### src/rtl/mux4_rr_sched.sv
// Round-robin scheduler sharing one 4:1 mux among four requesters.
// Each grant ends on withdrawal or after MAX_HOLD beats; out is driven through a valid/ready port.
module mux4_rr_sched #(
  parameter int unsigned DW       = 8,
  parameter int unsigned MAX_HOLD = 4
) (
  input  logic          clk,
  input  logic          rst_n,
  input  logic [3:0]    req,
  input  logic [DW-1:0] in0,
  input  logic [DW-1:0] in1,
  input  logic [DW-1:0] in2,
  input  logic [DW-1:0] in3,
  input  logic          out_ready,
  output logic [3:0]    gnt,
  output logic [1:0]    sel,
  output logic [DW-1:0] out,
  output logic          out_valid
);

  localparam int unsigned CW = $clog2(MAX_HOLD + 1);

  typedef enum logic [0:0] {StIdle, StGrant} state_e;

  state_e        state_q, state_d;
  logic [3:0]    gnt_q, gnt_d;
  logic [1:0]    sel_q, sel_d;
  logic [1:0]    ptr_q, ptr_d;
  logic [CW-1:0] hold_q, hold_d;

  logic          beat;
  logic          do_arb;
  logic [1:0]    pick_ptr;
  logic [2:0]    pick;
  logic [DW-1:0] mux_data;

  // Returns {found, index}; scanning downwards lets the lowest offset from p win.
  function automatic logic [2:0] rr_pick(input logic [3:0] r, input logic [1:0] p);
    logic [2:0] res;
    logic [1:0] idx;
    res = 3'b000;
    for (int i = 3; i >= 0; i--) begin
      idx = p + 2'(i);
      if (r[idx]) res = {1'b1, idx};
    end
    return res;
  endfunction

  assign beat = out_valid && out_ready;

  always_comb begin
    state_d  = state_q;
    gnt_d    = gnt_q;
    sel_d    = sel_q;
    ptr_d    = ptr_q;
    hold_d   = hold_q;
    do_arb   = 1'b0;
    pick_ptr = ptr_q;
    unique case (state_q)
      StIdle: do_arb = 1'b1;
      StGrant: begin
        if (!req[sel_q] || (beat && hold_q == CW'(MAX_HOLD - 1))) begin
          // Released owner moves to lowest priority for the same-edge re-arbitration.
          ptr_d    = sel_q + 2'd1;
          pick_ptr = sel_q + 2'd1;
          hold_d   = '0;
          do_arb   = 1'b1;
        end else if (beat) begin
          hold_d = hold_q + CW'(1);
        end
      end
      default: state_d = StIdle;
    endcase
    pick = rr_pick(req, pick_ptr);
    if (do_arb) begin
      if (pick[2]) begin
        state_d = StGrant;
        sel_d   = pick[1:0];
        gnt_d   = 4'b0001 << pick[1:0];
      end else begin
        state_d = StIdle;
        sel_d   = 2'd0;
        gnt_d   = 4'b0000;
      end
    end
  end

  always_ff @(posedge clk or negedge rst_n) begin
    if (!rst_n) begin
      state_q <= StIdle;
      gnt_q   <= 4'b0000;
      sel_q   <= 2'd0;
      ptr_q   <= 2'd0;
      hold_q  <= '0;
    end else begin
      state_q <= state_d;
      gnt_q   <= gnt_d;
      sel_q   <= sel_d;
      ptr_q   <= ptr_d;
      hold_q  <= hold_d;
    end
  end

  always_comb begin
    mux_data = '0;
    unique case (sel_q)
      2'd0: mux_data = in0;
      2'd1: mux_data = in1;
      2'd2: mux_data = in2;
      2'd3: mux_data = in3;
      default: mux_data = '0;
    endcase
  end

  assign gnt       = gnt_q;
  assign sel       = sel_q;
  assign out       = (gnt_q != 4'b0000) ? mux_data : '0;
  assign out_valid = (gnt_q != 4'b0000) && req[sel_q];

endmodule

### config.mk
export PLATFORM = sky130hd
export DESIGN_NAME = mux4_rr_sched
export DESIGN_NICKNAME = d
export VERILOG_FILES = /design/src/rtl/mux4_rr_sched.sv
export SDC_FILE = /design/constraint.sdc
export NUM_CORES = 1
export LEC_CHECK = 0
export CAP_MARGIN = 15
export CORE_MARGIN = 1.5
export CORE_UTILIZATION = 39
export DETAILED_ROUTE_END_ITERATION = 7
export GPL_TIMING_DRIVEN = 1
export PLACE_DENSITY = 0.84
export SYNTH_ARGS = -nofsm -noshare
export SYNTH_HDL_FRONTEND = slang
export SYNTH_SLANG_ARGS = --single-unit
export TNS_END_PERCENT = 30
### constraint.sdc
create_clock -name clk -period 3.2 [get_ports clk]
set_clock_uncertainty 0.05 [all_clocks]
set_input_delay 0.96 -clock clk [delete_from_list [all_inputs] [get_ports clk]]
set_output_delay 0.96 -clock clk [all_outputs]
set_load 0.05 [all_outputs]
==> reports/qor.csv <==
stage;metric;value;unit
logic_synthesis;leading_post_synthesis_cells_by_cell_area;dfrtp_1 (29%), nor2_1 (8.8%), a222oi_1 (7.9%), ha_1 (7.4%), nand2_1 (5.2%);
logic_synthesis;yosysWarnings;0;
critical_path;crit_fanout;1;
sta;layout_worst_path_cycle_share;99.7;%
cts;cts_htree_levels;1;
cells_and_area;fillerInstances;211;
routing;vias_per_cell;5.81;
logic_synthesis;synth_seq_cells;12;
global_routing;globalRoute.totalOverflow;0;
global_routing;first_global_vias;1119;
sta;fin_tns_setup;0;ns
power;power.static_leakage;0.747;nW
sta;period_minus_slack;3.19;ns
global_routing;grt_use_met1;21.7;%
global_routing;gr-usage-all-layers;23.2;%
sta;setup_violations;0;
power;power_density;1090;mW/mm^2
cells_and_area;antenna_cells;0;
cts;post_cts_hold_buffer_count;0;
floorplanning;fp.dieW;54.1;um
routing;drt_iter0_drc;60;
sta;slew_violations;0;
sta;final-hold-violation-count;0;
power;power.ir.vdd_worst;0.000884;V
worst_hold_path;min_path_type;reg -> reg;
global_routing;grt_antenna_before_repair;0;
logic_synthesis;yosys.area.top_type_share;29.4;%
floorplanning;top_level_ports;54;
logic_synthesis;post-synth-top-count-cell;nor2_1;
cts;cts.sinks;12;
global_routing;use_met3;5.56;%
logic_synthesis;seq_area_frac_synth;29.4;%
cts;worst_setup_hold_path_clk_slew;0.07;ns
global_routing;globalRouteMet2Util;47.8;%
place;hpwlAfterDp;2590;um
global_routing;grt_pass1_wl;4890;um
cells_and_area;synthToLayoutAreaGrowth;64.5;%
critical_path;worstSetupPathType;in -> out;
critical_path;worst-endpoint-required;2.19;ns
logic_synthesis;syn-mean-instance-area;8.22;um^2
global_routing;largest_net_degree_at_the_start_of_global_routing;17;
global_routing;busiest_layer;met2;
routing;drt_first_pass_iters;6;
logic_synthesis;synth_nets;169;
sta;timing.fmax;313;MHz
cts;worstSkewPairLatency;0.28;ns
critical_path;critical_path.startpoint_type;input pin;
routing;dr_total_vias;1215;
cts;cts_buffer_depth;2;
cts;cts.repair_timing.setup_buffer_count;0;
logic_synthesis;async_reset_ff_share;100;%
logic_synthesis;synth_cells;124;
logic_synthesis;dominantRegCellSynth;dfrtp_1;
logic_synthesis;synth.top_cells.by_count;nor2_1 (24), nand2_1 (14), dfrtp_1 (12);
sta;timing.max_slew.rel_slack;47.0;%
cells_and_area;post_route_cells_drive_above_1_share;17.3;%
status;status;complete, no violations;
floorplanning;total_core_area;0.00248;mm^2
sta;rsz_0062_raised_after_global_routing;true;
critical_path;end_kind;primary output;
logic_synthesis;library_cell_occupying_the_most_area_in_the_post_synthesis_netlist;dfrtp_1;
job;maxCapViolCount;0;
routing;finalWirelength;3440;um
routing;drt.antenna.violating_nets;0;
cts;root_buffer_master;clkbuf_4;
floorplanning;die-area;0.00293;mm^2
cells_and_area;finish.utilization;67.7;%
sta;max_slew.worst_pin.slew;0.788;ns
critical_path;cp_data_arrival_time;2.18;ns
floorplanning;die_h;54.1;um
cts;tritoncts;done;
floorplanning;core.rowCount;18;
logic_synthesis;syn_area;0.00102;mm^2
routing;count_of_unresolved_drc_violations_after_routing;0;
logic_synthesis;yosysUniqueCellTypes;39;
cells_and_area;layout.nets;226;
place;gp_congestion;0.892;
floorplanning;initial_utilization;41.2;%
place;io_buf_count;53;
routing;post_drt_wl_per_cell;16.4;um
cts;cts-buffers-inserted;3;
logic_synthesis;synth_enable_flop_cells;0;
## state kept, by name (all words and copies together) (netlist names)
register  cells
state_q       1
hold_q        3
sel           2
ptr_q         2
gnt           4
## report_power, final
| group | internal (W) | leakage [nW] | switching [W] |
|---|---|---|---|
| Combinational | 0.000561 | 0.584 | 0.000903 |
| Clock | 0.0000437 | 0.0138 | 0.0000511 |
| Sequential | 0.000211 | 0.149 | 0.0000625 |
## critical path, cell delays in order
cell,delay [ns]
clkdlybuf4s50_1,0.41
a222oi_1,0.33
nor2_1,0.07
a21oi_1,0.18
nor2_1,0.08
buf_6,0.15
## metal layers
layer / part of all wire [%] / wire [um] / up-vias
met3: 12 / 409 / 7
met1: 36 / 1230 / 564
li1: - / - / 574
met5: 0 / 0 / -
met2: 51 / 1760 / 70
met4: 1.2 / 42 / 0
## path summary, 6_finish.rpt
kind | startpoint | end | slack, ns | cells past startpoint
min in group asynchronous | rst_n | hold_q[2] | 0.98 | 1
worst min-delay path | hold_q[2] | hold_q[2] | 0.46 | 2
worst max-delay path | in3[1] | out[1] | 0.008 | 6
max in group asynchronous | rst_n | sel[1] | 1.73 | 1
worst min register to register | hold_q[2] | hold_q[2] | 0.46 | 2
worst max register to register | gnt[1] | sel[0] | 0.34 | 6
## cells by family (layout without fill, tap and decap cells)
group	count (synthesis)	after routing	share of synthesized area (%)
compound gates	41	41	32.4
buf+inv	14	69	5.89
flops	12	12	29.4
fa+ha+maj	6	6	7.36
mux	3	3	4.29
simple gates	48	48	20.6
## final cells by class
type	count	area (um^2)	area share [%]
Clock buffer	3	22.5	1.34
Inverter	5	18.8	1.12
Multi-Input combinational cell	98	684	40.8
Sequential cell	12	302	18.0
Tap cell	30	37.5	2.24
Timing Repair Buffer	61	613	36.5
## repair_timing
action	in CTS	in global routing
endpoints found under the setup margin	4	13
pin swaps	4	16
hold endpoints to repair	0	0
resized for setup	4	13
## stage by stage
| step | total power [W] | setup slack [ns] | instance area (um^2) | hold slack, ns | instances |
|---|---|---|---|---|---|
| after floorplan | 0.00122 | -0.0719 | 1020 | 0.400 | 124 |
| after global placement | 0.00163 | -0.137 | 1600 | 0.413 | 206 |
| after detailed placement | 0.00165 | -0.173 | 1600 | 0.440 | 206 |
| after CTS | 0.00176 | -0.00528 | 1630 | 0.458 | 209 |
| after global routing | 0.00194 | -0.0361 | 1680 | 0.489 | 209 |
| final | 0.00183 | 0.00812 | 1680 | 0.456 | 209 |
## cells in the final DEF, fill, tap and decap left out, types with 2 or more instances in the layout
master           count
clkdlybuf4s50_1     37
nor2_1              22
nand2_1             14
dfrtp_1             11
buf_4               11
a222oi_1             8
a21oi_1              8
ha_1                 6
dlymetal6s2s_1       6
inv_1                5
buf_6                5
o21ai_0              4
clkbuf_4             3
a31oi_1              2
o211ai_1             2
nor2_2               2
a211oi_1             2
o21ai_1              2
Power figures use the tool's default switching activity.
